## config.mk

```make
export PLATFORM = sky130hd
export DESIGN_NAME = ps2_entry_ctrl
export DESIGN_NICKNAME = d
export VERILOG_FILES = /design/src/rtl/ps2_entry_pkg.sv /design/src/rtl/ps2_digit_decode.sv /design/src/rtl/ps2_entry_ctrl.sv
export SDC_FILE = /design/constraint.sdc
export NUM_CORES = 1
export LEC_CHECK = 0
export CAP_MARGIN = 10
export CORE_MARGIN = 2
export CORE_UTILIZATION = 45
export CTS_CLUSTER_DIAMETER = 200
export CTS_CLUSTER_SIZE = 14
export DETAILED_ROUTE_END_ITERATION = 12
export GPL_ROUTABILITY_DRIVEN = 0
export GPL_TIMING_DRIVEN = 0
export PLACE_DENSITY_LB_ADDON = 0.1
export SLEW_MARGIN = 10
export SYNTH_ARGS = -nofsm -noshare
export SYNTH_HDL_FRONTEND = slang
export SYNTH_HIERARCHICAL = 1
export SYNTH_SLANG_ARGS = --single-unit
```

## constraint.sdc

```tcl
create_clock -name clk -period 4.63 [get_ports clk]
set_input_delay 0.926 -clock clk [delete_from_list [all_inputs] [get_ports clk]]
set_output_delay 0.926 -clock clk [all_outputs]
set_load 0.01 [all_outputs]
```

## src/rtl/ps2_entry_pkg.sv

```systemverilog
`default_nettype none
// ============================================================================
// Module      : ps2_entry_pkg
// Description : Shared scan-code constants and byte-sequencer state type for
//               the PS/2 decimal entry controller.
// Revision    : 1.0 - initial release
// ============================================================================
package ps2_entry_pkg;

  // Prefix bytes
  localparam logic [7:0] SC_BREAK = 8'hF0;
  localparam logic [7:0] SC_EXT   = 8'hE0;

  // Editing keys (set 2 make codes)
  localparam logic [7:0] SC_ENTER = 8'h5A;
  localparam logic [7:0] SC_BKSP  = 8'h66;
  localparam logic [7:0] SC_ESC   = 8'h76;

  // Digit keys 0..9 on the main key row
  localparam logic [7:0] SC_D0 = 8'h45;
  localparam logic [7:0] SC_D1 = 8'h16;
  localparam logic [7:0] SC_D2 = 8'h1E;
  localparam logic [7:0] SC_D3 = 8'h26;
  localparam logic [7:0] SC_D4 = 8'h25;
  localparam logic [7:0] SC_D5 = 8'h2E;
  localparam logic [7:0] SC_D6 = 8'h36;
  localparam logic [7:0] SC_D7 = 8'h3D;
  localparam logic [7:0] SC_D8 = 8'h3E;
  localparam logic [7:0] SC_D9 = 8'h46;

  // Byte sequencer: where we are inside a make / break / extended sequence
  typedef enum logic [1:0] {
    ST_IDLE    = 2'd0,
    ST_BRK     = 2'd1,
    ST_EXT     = 2'd2,
    ST_EXT_BRK = 2'd3
  } state_e;

endpackage : ps2_entry_pkg
`default_nettype wire

```

## src/rtl/ps2_digit_decode.sv

```systemverilog
`default_nettype none
// ============================================================================
// Module      : ps2_digit_decode
// Description : Combinational classifier of a make code into digit / enter /
//               backspace / escape. Unknown codes assert no flag.
// Revision    : 1.0 - initial release
// ============================================================================
module ps2_digit_decode
  import ps2_entry_pkg::*;
(
  input  logic [7:0] code_i,
  output logic       is_digit_o,
  output logic [3:0] digit_o,
  output logic       is_enter_o,
  output logic       is_bksp_o,
  output logic       is_esc_o
);

  // Classify the code; every output defaulted so nothing latches
  always_comb begin
    is_digit_o = 1'b0;
    digit_o    = 4'h0;
    is_enter_o = 1'b0;
    is_bksp_o  = 1'b0;
    is_esc_o   = 1'b0;
    case (code_i)
      SC_D0:    begin is_digit_o = 1'b1; digit_o = 4'd0; end
      SC_D1:    begin is_digit_o = 1'b1; digit_o = 4'd1; end
      SC_D2:    begin is_digit_o = 1'b1; digit_o = 4'd2; end
      SC_D3:    begin is_digit_o = 1'b1; digit_o = 4'd3; end
      SC_D4:    begin is_digit_o = 1'b1; digit_o = 4'd4; end
      SC_D5:    begin is_digit_o = 1'b1; digit_o = 4'd5; end
      SC_D6:    begin is_digit_o = 1'b1; digit_o = 4'd6; end
      SC_D7:    begin is_digit_o = 1'b1; digit_o = 4'd7; end
      SC_D8:    begin is_digit_o = 1'b1; digit_o = 4'd8; end
      SC_D9:    begin is_digit_o = 1'b1; digit_o = 4'd9; end
      SC_ENTER: is_enter_o = 1'b1;
      SC_BKSP:  is_bksp_o  = 1'b1;
      SC_ESC:   is_esc_o   = 1'b1;
      default:  ;
    endcase
  end

endmodule : ps2_digit_decode
`default_nettype wire

```

## src/rtl/ps2_entry_ctrl.sv

```systemverilog
`default_nettype none
// ============================================================================
// Module      : ps2_entry_ctrl
// Description : Consumes raw PS/2 scan-code bytes, tracks break/extended
//               prefixes with a timeout, and edits an 8-digit decimal entry
//               buffer (digits, backspace, escape, enter) for a 7-segment
//               scan driver. Enter commits a snapshot of the buffer.
// Config      : PS2_ENTRY_AUTOREPEAT_EN - when defined, typematic repeats
//               are acted on and the hold register is not built.
// Revision    : 1.0 - initial release
// ============================================================================
module ps2_entry_ctrl
  import ps2_entry_pkg::*;
#(
  parameter int TIMEOUT_CYC = 100000
) (
  input  logic        clk,
  input  logic        rst,
  input  logic [7:0]  code_in_i,
  input  logic        code_valid_i,
  output logic [31:0] digits_o,
  output logic [7:0]  blank_o,
  output logic [3:0]  len_o,
  output logic        commit_o,
  output logic [31:0] commit_digits_o,
  output logic        overflow_o
);

  localparam int                 c_CNT_W   = (TIMEOUT_CYC > 1) ? $clog2(TIMEOUT_CYC) : 1;
  localparam logic [c_CNT_W-1:0] c_CNT_MAX = c_CNT_W'(TIMEOUT_CYC - 1);
  localparam logic [3:0]         c_LEN_MAX = 4'd8;

  state_e             state_q, state_d;
  logic [c_CNT_W-1:0] cnt_q, cnt_d;

  logic [31:0] digits_q;
  logic [7:0]  blank_q;
  logic [3:0]  len_q;
  logic        commit_q;
  logic [31:0] commit_digits_q;
  logic        overflow_q;

  logic       w_make_valid;   // byte is a make code seen in IDLE
  logic       w_brk_valid;    // byte completes a break sequence
  logic       w_ext_enter;    // keypad Enter (E0 5A)
  logic       w_key_accept;   // decoded make that is acted on
  logic       w_is_digit;
  logic [3:0] w_digit;
  logic       w_is_enter;
  logic       w_is_bksp;
  logic       w_is_esc;
  logic       w_dec_any;
  logic       w_do_digit;
  logic       w_do_bksp;
  logic       w_do_esc;
  logic       w_do_enter;

  ps2_digit_decode u_decode (
    .code_i     (code_in_i),
    .is_digit_o (w_is_digit),
    .digit_o    (w_digit),
    .is_enter_o (w_is_enter),
    .is_bksp_o  (w_is_bksp),
    .is_esc_o   (w_is_esc)
  );

  assign w_dec_any = w_is_digit | w_is_enter | w_is_bksp | w_is_esc;

  // Byte sequencer and prefix timeout: next state and byte classification
  always_comb begin
    state_d      = state_q;
    cnt_d        = cnt_q;
    w_make_valid = 1'b0;
    w_brk_valid  = 1'b0;
    w_ext_enter  = 1'b0;
    case (state_q)
      ST_IDLE: begin
        if (code_valid_i) begin
          if (code_in_i == SC_BREAK)    state_d = ST_BRK;
          else if (code_in_i == SC_EXT) state_d = ST_EXT;
          else                          w_make_valid = 1'b1;
        end
      end
      ST_BRK, ST_EXT_BRK: begin
        if (code_valid_i) begin
          w_brk_valid = 1'b1;
          state_d     = ST_IDLE;
        end
      end
      ST_EXT: begin
        if (code_valid_i) begin
          if (code_in_i == SC_BREAK) begin
            state_d = ST_EXT_BRK;
          end else begin
            w_ext_enter = (code_in_i == SC_ENTER);
            state_d     = ST_IDLE;
          end
        end
      end
      default: state_d = ST_IDLE;
    endcase

    // A valid byte always restarts the wait; on the expiry cycle it still
    // wins because the prefix state above already consumed it.
    if (code_valid_i) begin
      cnt_d = '0;
    end else if (state_q != ST_IDLE) begin
      if (cnt_q == c_CNT_MAX) begin
        state_d = ST_IDLE;
        cnt_d   = '0;
      end else begin
        cnt_d = cnt_q + 1'b1;
      end
    end
  end

  // Sequencer state and timeout counter registers
  always_ff @(posedge clk or posedge rst) begin
    if (rst) begin
      state_q <= ST_IDLE;
      cnt_q   <= '0;
    end else begin
      state_q <= state_d;
      cnt_q   <= cnt_d;
    end
  end

`ifdef PS2_ENTRY_AUTOREPEAT_EN
  assign w_key_accept = w_make_valid & w_dec_any;
`else
  logic [7:0] held_code_q;
  logic       held_q;
  logic       w_repeat_hit;

  assign w_repeat_hit = held_q & (code_in_i == held_code_q);
  assign w_key_accept = w_make_valid & w_dec_any & ~w_repeat_hit;

  // Hold register: remembers the key being held to swallow typematic repeats
  always_ff @(posedge clk or posedge rst) begin
    if (rst) begin
      held_code_q <= 8'h00;
      held_q      <= 1'b0;
    end else if (w_key_accept) begin
      held_code_q <= code_in_i;
      held_q      <= 1'b1;
    end else if (w_brk_valid && w_repeat_hit) begin
      held_q      <= 1'b0;
    end
  end
`endif

  assign w_do_digit = w_key_accept & w_is_digit;
  assign w_do_bksp  = w_key_accept & w_is_bksp;
  assign w_do_esc   = w_key_accept & w_is_esc;
  assign w_do_enter = (w_key_accept & w_is_enter) | w_ext_enter;

  // Entry buffer edits; commit and overflow are single-cycle pulses
  always_ff @(posedge clk or posedge rst) begin
    if (rst) begin
      digits_q        <= 32'h0;
      blank_q         <= 8'hFF;
      len_q           <= 4'd0;
      commit_q        <= 1'b0;
      commit_digits_q <= 32'h0;
      overflow_q      <= 1'b0;
    end else begin
      commit_q   <= 1'b0;
      overflow_q <= 1'b0;
      if (w_do_digit) begin
        if (len_q < c_LEN_MAX) begin
          digits_q <= {digits_q[27:0], w_digit};
          blank_q  <= {blank_q[6:0], 1'b0};
          len_q    <= len_q + 4'd1;
        end else begin
          overflow_q <= 1'b1;
        end
      end else if (w_do_bksp) begin
        if (len_q != 4'd0) begin
          digits_q <= {4'h0, digits_q[31:4]};
          blank_q  <= {1'b1, blank_q[7:1]};
          len_q    <= len_q - 4'd1;
        end
      end else if (w_do_esc) begin
        digits_q <= 32'h0;
        blank_q  <= 8'hFF;
        len_q    <= 4'd0;
      end else if (w_do_enter) begin
        if (len_q != 4'd0) begin
          commit_q        <= 1'b1;
          commit_digits_q <= digits_q;
          digits_q        <= 32'h0;
          blank_q         <= 8'hFF;
          len_q           <= 4'd0;
        end
      end
    end
  end

  assign digits_o        = digits_q;
  assign blank_o         = blank_q;
  assign len_o           = len_q;
  assign commit_o        = commit_q;
  assign commit_digits_o = commit_digits_q;
  assign overflow_o      = overflow_q;

endmodule : ps2_entry_ctrl
`default_nettype wire

```

==> results.yml, run 1 <==
run_status:
  status: "finished, final reports clean"
grt:
  grt_usage_pct: 21.8
  grt_max_degree: 75
  grt_pass1_wl_um: 22600
  antenna_found_initial: 0
  grt_pass1_vias: 4380
  grt_overflow_total: 0
route:
  avgViaCountPerCell: 5.77
  drt_iter0_drc: 326
  wl_um: 13600
  drc: 0
  ant_nets: 0
  wl_per_cell_um: 17.6
  dr.pass1.iters: 4
  vias: 4447
critical_path:
  slowest_stage: "clkdlybuf4s50_1"
  r2r_start: "len_o[0]$_DFFE_PP0P_"
  required_ns: 4.91
  path_max_fanout: 10
  cpMostUsedCell: "clkbuf_1"
  crit_type: "input pin to register"
  crit_arrival_ns: 4.62
  crit_path_end_kind: "register"
  slowest_delay_ns: 0.64
  startpoint: "code_in_i[3]"
  r2r_slack_ns: 1.91
  critPathLaunchType: "input pin"
  path_cells: "clkdlybuf4s50_1, buf_4, xnor2_1, mux2i_1, nor2_1, or3_1, buf_6, or3_4, nor2_2, nor4b_4, nand4_1, clkbuf_1, clkbuf_1, nand3_1, o21ai_0"
  reg2regPathDepth: 10
logic_synthesis:
  synth_compound_area_share_pct: 12.9
  syn_inst: 520
  synthTopCellsByArea: "dfrtp_1, mux2_4, o21ai_0"
  synth-xor-area-share_pct: 3.21
  synth-async-reset-ratio_pct: 100
  synth_top_cell_by_area: "dfrtp_1"
  synth_fa_ha_area_share_pct: 0.918
  synth.mux.area_fraction_pct: 11.7
  ys_seq_elements: 106
  postSynthAreaPerCell_um2: 10.5
  netlist-cell-type-count: 55
  synth_edf_count: 0
  synth_flop_cell: "dfrtp_1"
  synth_nets: 535
  synth_top_family_by_area: "simple AND/OR/NAND/NOR gates"
  yosys_warnings: 6
  netlist_area_mm2: 0.00545
  ys_seq_area_share_pct: 48.9
  synth-simple-area-share_pct: 18.0
  synth_top_area_share_pct: 45.0
cells_and_area:
  final_common_cell: "dfrtp_1"
  final_cells: 771
  n_antenna_cell: 0
  layout_common_cells: "dfrtp_1, clkdlybuf4s50_1, o21ai_0, nand3_1, a21oi_1"
  nets: 634
  area_growth_pct: 25.8
  drive_gt1_share_pct: 13.8
  fill_cells: 1049
  post-route-util_pct: 57.6
pwr:
  ir_drop_mv: 0.191
  p_leak_nw: 3.06
  power.density_mw_per_mm2: 303
floorplanning:
  dieHeight_um: 114
  row_count: 40
  core_mm2: 0.0119
  initial_utilization_pct: 45.8
  die-area_mm2: 0.0130
  fp.dieW_um: 114
  io_pins: 89
cts:
  cts_max_path_buffers: 2
  cts.sinks: 106
  cts_hold_buf: 0
  post_cts_resized: 0
  cts-root-buf: "clkbuf_16"
  numCtsBuffers: 9
  cts_tree: "yes"
  cts.clk_slew.worst_paths_ns: 0.07
  h-tree-depth: 3
  cts_setup_buffers: 0
  clkLatencyLatePin_ns: 0.36
hold_path:
  min_path_type: "register to register"
  hp-start: "cnt_q[16]$_DFFE_PP0P_"
  worstHoldPathCells: 1
timing:
  fmax_mhz: 230
  rsz0062_at_grt: "false"
  finClkSkew_ns: 0.00797
  finalHoldViolations: 0
  slew_headroom_pct: 41.8
  finalSetupViolations: 0
  finalCritPeriodShare_pct: 93.9
  layout_min_cycle_time_ns: 4.35
  worst_slew_pin_slew_ns: 0.871
  slew_viol_final: 0
placement:
  dp_hpwl_um: 9500
  portBuffers: 87
  placed_cells: 755
flow_run:
  drv_cap: 0
## per-stage QoR
| step | setup WS [ns] | area [um2] | setup TNS [ns] | hold slack, ns | total power [mW] |
|---|---|---|---|---|---|
| 2_1_floorplan | 0.838 | 5450 | 0 | 0.444 | 1.17 |
| 3_3_place_gp | -0.664 | 6500 | -65.36 | 0.475 | 1.26 |
| 3_5_place_dp | -0.112 | 6540 | -4.54 | 0.490 | 1.27 |
| 4_1_cts | 0.267 | 6860 | 0 | 0.500 | 2.10 |
| 5_1_grt | 0.0152 | 6860 | 0 | 0.524 | 2.15 |
| 6_report | 0.282 | 6860 | 0 | 0.499 | 2.07 |
## cell usage after synthesis (5+ instances only)
library cell  instances
nand3_1              42
and3_1               31
nand4_1              11
clkbuf_1             27
o22ai_1               5
a21oi_1              37
inv_1                10
nand2_1              24
buf_6                 6
nor2b_1               6
xor2_1               15
xnor2_1               5
mux2_2               11
dfrtp_1              98
dfstp_2               8
nor2_1               23
o21ai_0              56
mux2i_1               8
a32o_1                5
mux2_4               29
## sequential cells by signal, indices dropped and copies added (netlist names)
signal	flops
held_code_q	8
commit_o	1
cnt_q	17
overflow_o	1
blank_o	8
held_q	1
state_q	2
commit_digits_o	32
len_o	4
digits_o	32
## where the power goes
part	internal, mW	leakage [nW]	switching (mW)
registers	0.992	1.43	0.0445
clock network	0.457	0.155	0.364
logic	0.110	1.47	0.106
total	1.56	3.06	0.515
## path summary, 6_finish.rpt
kind,to
worst max-delay path,digits_o[5]$_DFFE_PP0P_
worst min-delay path,cnt_q[16]$_DFFE_PP0P_
worst max register to register,digits_o[5]$_DFFE_PP0P_
worst min register to register,cnt_q[16]$_DFFE_PP0P_
max in group asynchronous,blank_o[5]$_DFFE_PP1P_
min in group asynchronous,commit_digits_o[1]$_DFFE_PP0P_
## cell families after synthesis
family	after synthesis
flops	106
fa+ha+maj	4
xor+xnor	20
simple gates	171
buf+inv	50
mux	48
compound gates	121
## metal layers
metal  global-route usage (%)  share of wire (%)  vias to the layer above
li1                         -                  -                     2085
met1                     31.7                 48                     2222
met4                     7.89                1.7                        0
met5                        0                  0                        -
met3                     3.55                4.9                       15
met2                     33.2                 45                      125
## final cells by class
cell class / instances / area (um2) / share of cell area [%]
sequential: 106 / 2660 / 38.8
tap: 147 / 184 / 2.68
multi-input combinational: 364 / 2550 / 37.1
inverter: 10 / 42.5 / 0.620
timing repair buffer: 88 / 898 / 13.1
buffer: 40 / 204 / 2.97
clock buffer: 11 / 253 / 3.69
clock inverter: 5 / 66.3 / 0.967
## worst max-delay path, delay by kind of cell
family	cells	cell delay, ns
muxes	1	0.23
xor gates and xnor gates	1	0.16
buffers and inverters	5	1.79
AOI/OAI and AO/OA	1	0.10
and+or+nand+nor	7	1.40
Power figures use the tool's default switching activity.
==> inputs of run 2 (changes only) <==
--- a/config.mk
+++ b/config.mk
@@ -7,7 +7,7 @@
 export LEC_CHECK = 0
 export CAP_MARGIN = 10
 export CORE_MARGIN = 2
-export CORE_UTILIZATION = 45
+export CORE_UTILIZATION = 52
 export CTS_CLUSTER_DIAMETER = 200
 export CTS_CLUSTER_SIZE = 14
 export DETAILED_ROUTE_END_ITERATION = 12
==> run 2 against run 1 <==
Combinational power hardly changed. Clock skew is 0.0064 ns higher. Register-to-register slack better by 0.07 ns. Power is 4.6% lower. Die area is 13% lower. First-iteration DRC count is 50% lower. Critical path type unchanged. Highest routed layer unchanged.
==> results.yml, run 2 (same netlist as run 1, synthesis figures left out) <==
timing:
  slew_headroom_pct: 45.3
  layout_min_cycle_time_ns: 4.34
  finClkSkew_ns: 0.0143
  slew_viol_final: 0
  finalCritPeriodShare_pct: 93.8
  finalSetupViolations: 0
  fin_hold_ws_ns: 0.498
  worst_slew_pin_slew_ns: 0.819
  finalHoldViolations: 0
  fmax_mhz: 230
  rsz0062_at_grt: "false"
cells_and_area:
  final_common_cell: "dfrtp_1"
  nets: 634
  final_cells: 760
  n_antenna_cell: 0
  area_growth_pct: 24.5
  post-route-util_pct: 66.3
  layout_common_cells: "dfrtp_1, clkdlybuf4s50_1, o21ai_0, nand3_1, a21oi_1"
  stdcell_area_mm2: 0.00679
  drive_gt1_share_pct: 13.8
floorplanning:
  row_count: 37
  fp.dieW_um: 106
  die-area_mm2: 0.0113
  initial_utilization_pct: 53.3
  dieHeight_um: 106
  core_mm2: 0.0102
  io_pins: 89
flow_run:
  drv_cap: 0
cts:
  cts_tree: "yes"
  cts.clk_slew.worst_paths_ns: 0.10
  cts_hold_buf: 0
  cts-root-buf: "clkbuf_8"
  post_cts_resized: 0
  numCtsBuffers: 9
  cts.sinks: 106
  cts_max_path_buffers: 2
  cts_setup_buffers: 0
  clkLatencyLatePin_ns: 0.40
  h-tree-depth: 3
pwr:
  p_total_mw: 1.98
  power.density_mw_per_mm2: 292
  p_leak_nw: 3.03
  ir_drop_mv: 0.205
route:
  drc: 0
  ant_nets: 0
  wl_per_cell_um: 17.4
  wl_um: 13200
  drt_iter0_drc: 164
  dr.pass1.iters: 5
  avgViaCountPerCell: 5.86
  vias: 4457
grt:
  grt_usage_pct: 24.6
  grt_overflow_total: 0
  grt_pass1_vias: 4348
  antenna_found_initial: 0
  grt_pass1_wl_um: 22000
  grt_max_degree: 55
placement:
  place_area_mm2: 0.00652
  dp_hpwl_um: 9270
  portBuffers: 87
  placed_cells: 744
critical_path:
  slowest_delay_ns: 0.64
  crit_type: "input pin to register"
  crit_path_end_kind: "register"
  path_cells: "clkdlybuf4s50_1, buf_4, xnor2_1, mux2i_1, nor2_1, or3_1, buf_6, or3_4, nor2_2, nor4b_4, and2_4, a221o_1, buf_6, buf_6, mux2_4"
  crit_arrival_ns: 4.63
  path_max_fanout: 10
  slowest_stage: "clkdlybuf4s50_1"
  critPathLaunchType: "input pin"
  cpMostUsedCell: "buf_6"
  path_delay_family: "buffers and inverters"
  required_ns: 4.92
  path_buf_inv: 5
run_status:
  status: "finished, final reports clean"
hold_path:
  min_path_type: "register to register"
-- run 2: area by class of cell --
type,instances,area (um2)
inverters,10,42.5
repair buffers,88,898
plain buffers,40,204
well taps,136,170
clock inverters,7,136
clock buffers,9,124
fillers,823,3450
flip-flops and latches,106,2660
multi-input cells,364,2550
-- run 2: stage by stage --
step | setup TNS [ns] | setup WS [ns]
2_1_floorplan | 0 | 0.838
3_3_place_gp | -59.05 | -0.607
3_5_place_dp | -5.30 | -0.117
4_1_cts | 0 | 0.260
5_1_grt | 0 | 0.146
6_report | 0 | 0.288
-- run 2: metal layers --
layer	wire (um)	track usage, %	vias to the layer above
li1	-	-	2085
met1	6280	35.0	2231
met2	6160	37.8	118
met3	509	3.07	23
met4	295	11.1	0
met5	0	0	-
-- run 2: final timing paths --
path	from	endpoint	slack, ns	cells past startpoint
worst max-delay path	code_in_i[3]	commit_digits_o[15]$_DFFE_PP0P_	0.29	15
worst min-delay path	cnt_q[16]$_DFFE_PP0P_	cnt_q[16]$_DFFE_PP0P_	0.50	1
worst max register to register	len_o[0]$_DFFE_PP0P_	digits_o[18]$_DFFE_PP0P_	1.98	10
worst min register to register	cnt_q[16]$_DFFE_PP0P_	cnt_q[16]$_DFFE_PP0P_	0.50	1
max in group asynchronous	rst	blank_o[4]$_DFFE_PP1P_	3.01	3
min in group asynchronous	rst	commit_digits_o[12]$_DFFE_PP0P_	0.94	2
-- run 2: where the power goes --
part | total, mW | switching, mW | internal [mW]
sequential | 1.04 | 0.0459 | 0.992
clock | 0.726 | 0.355 | 0.371
combinational | 0.215 | 0.105 | 0.110
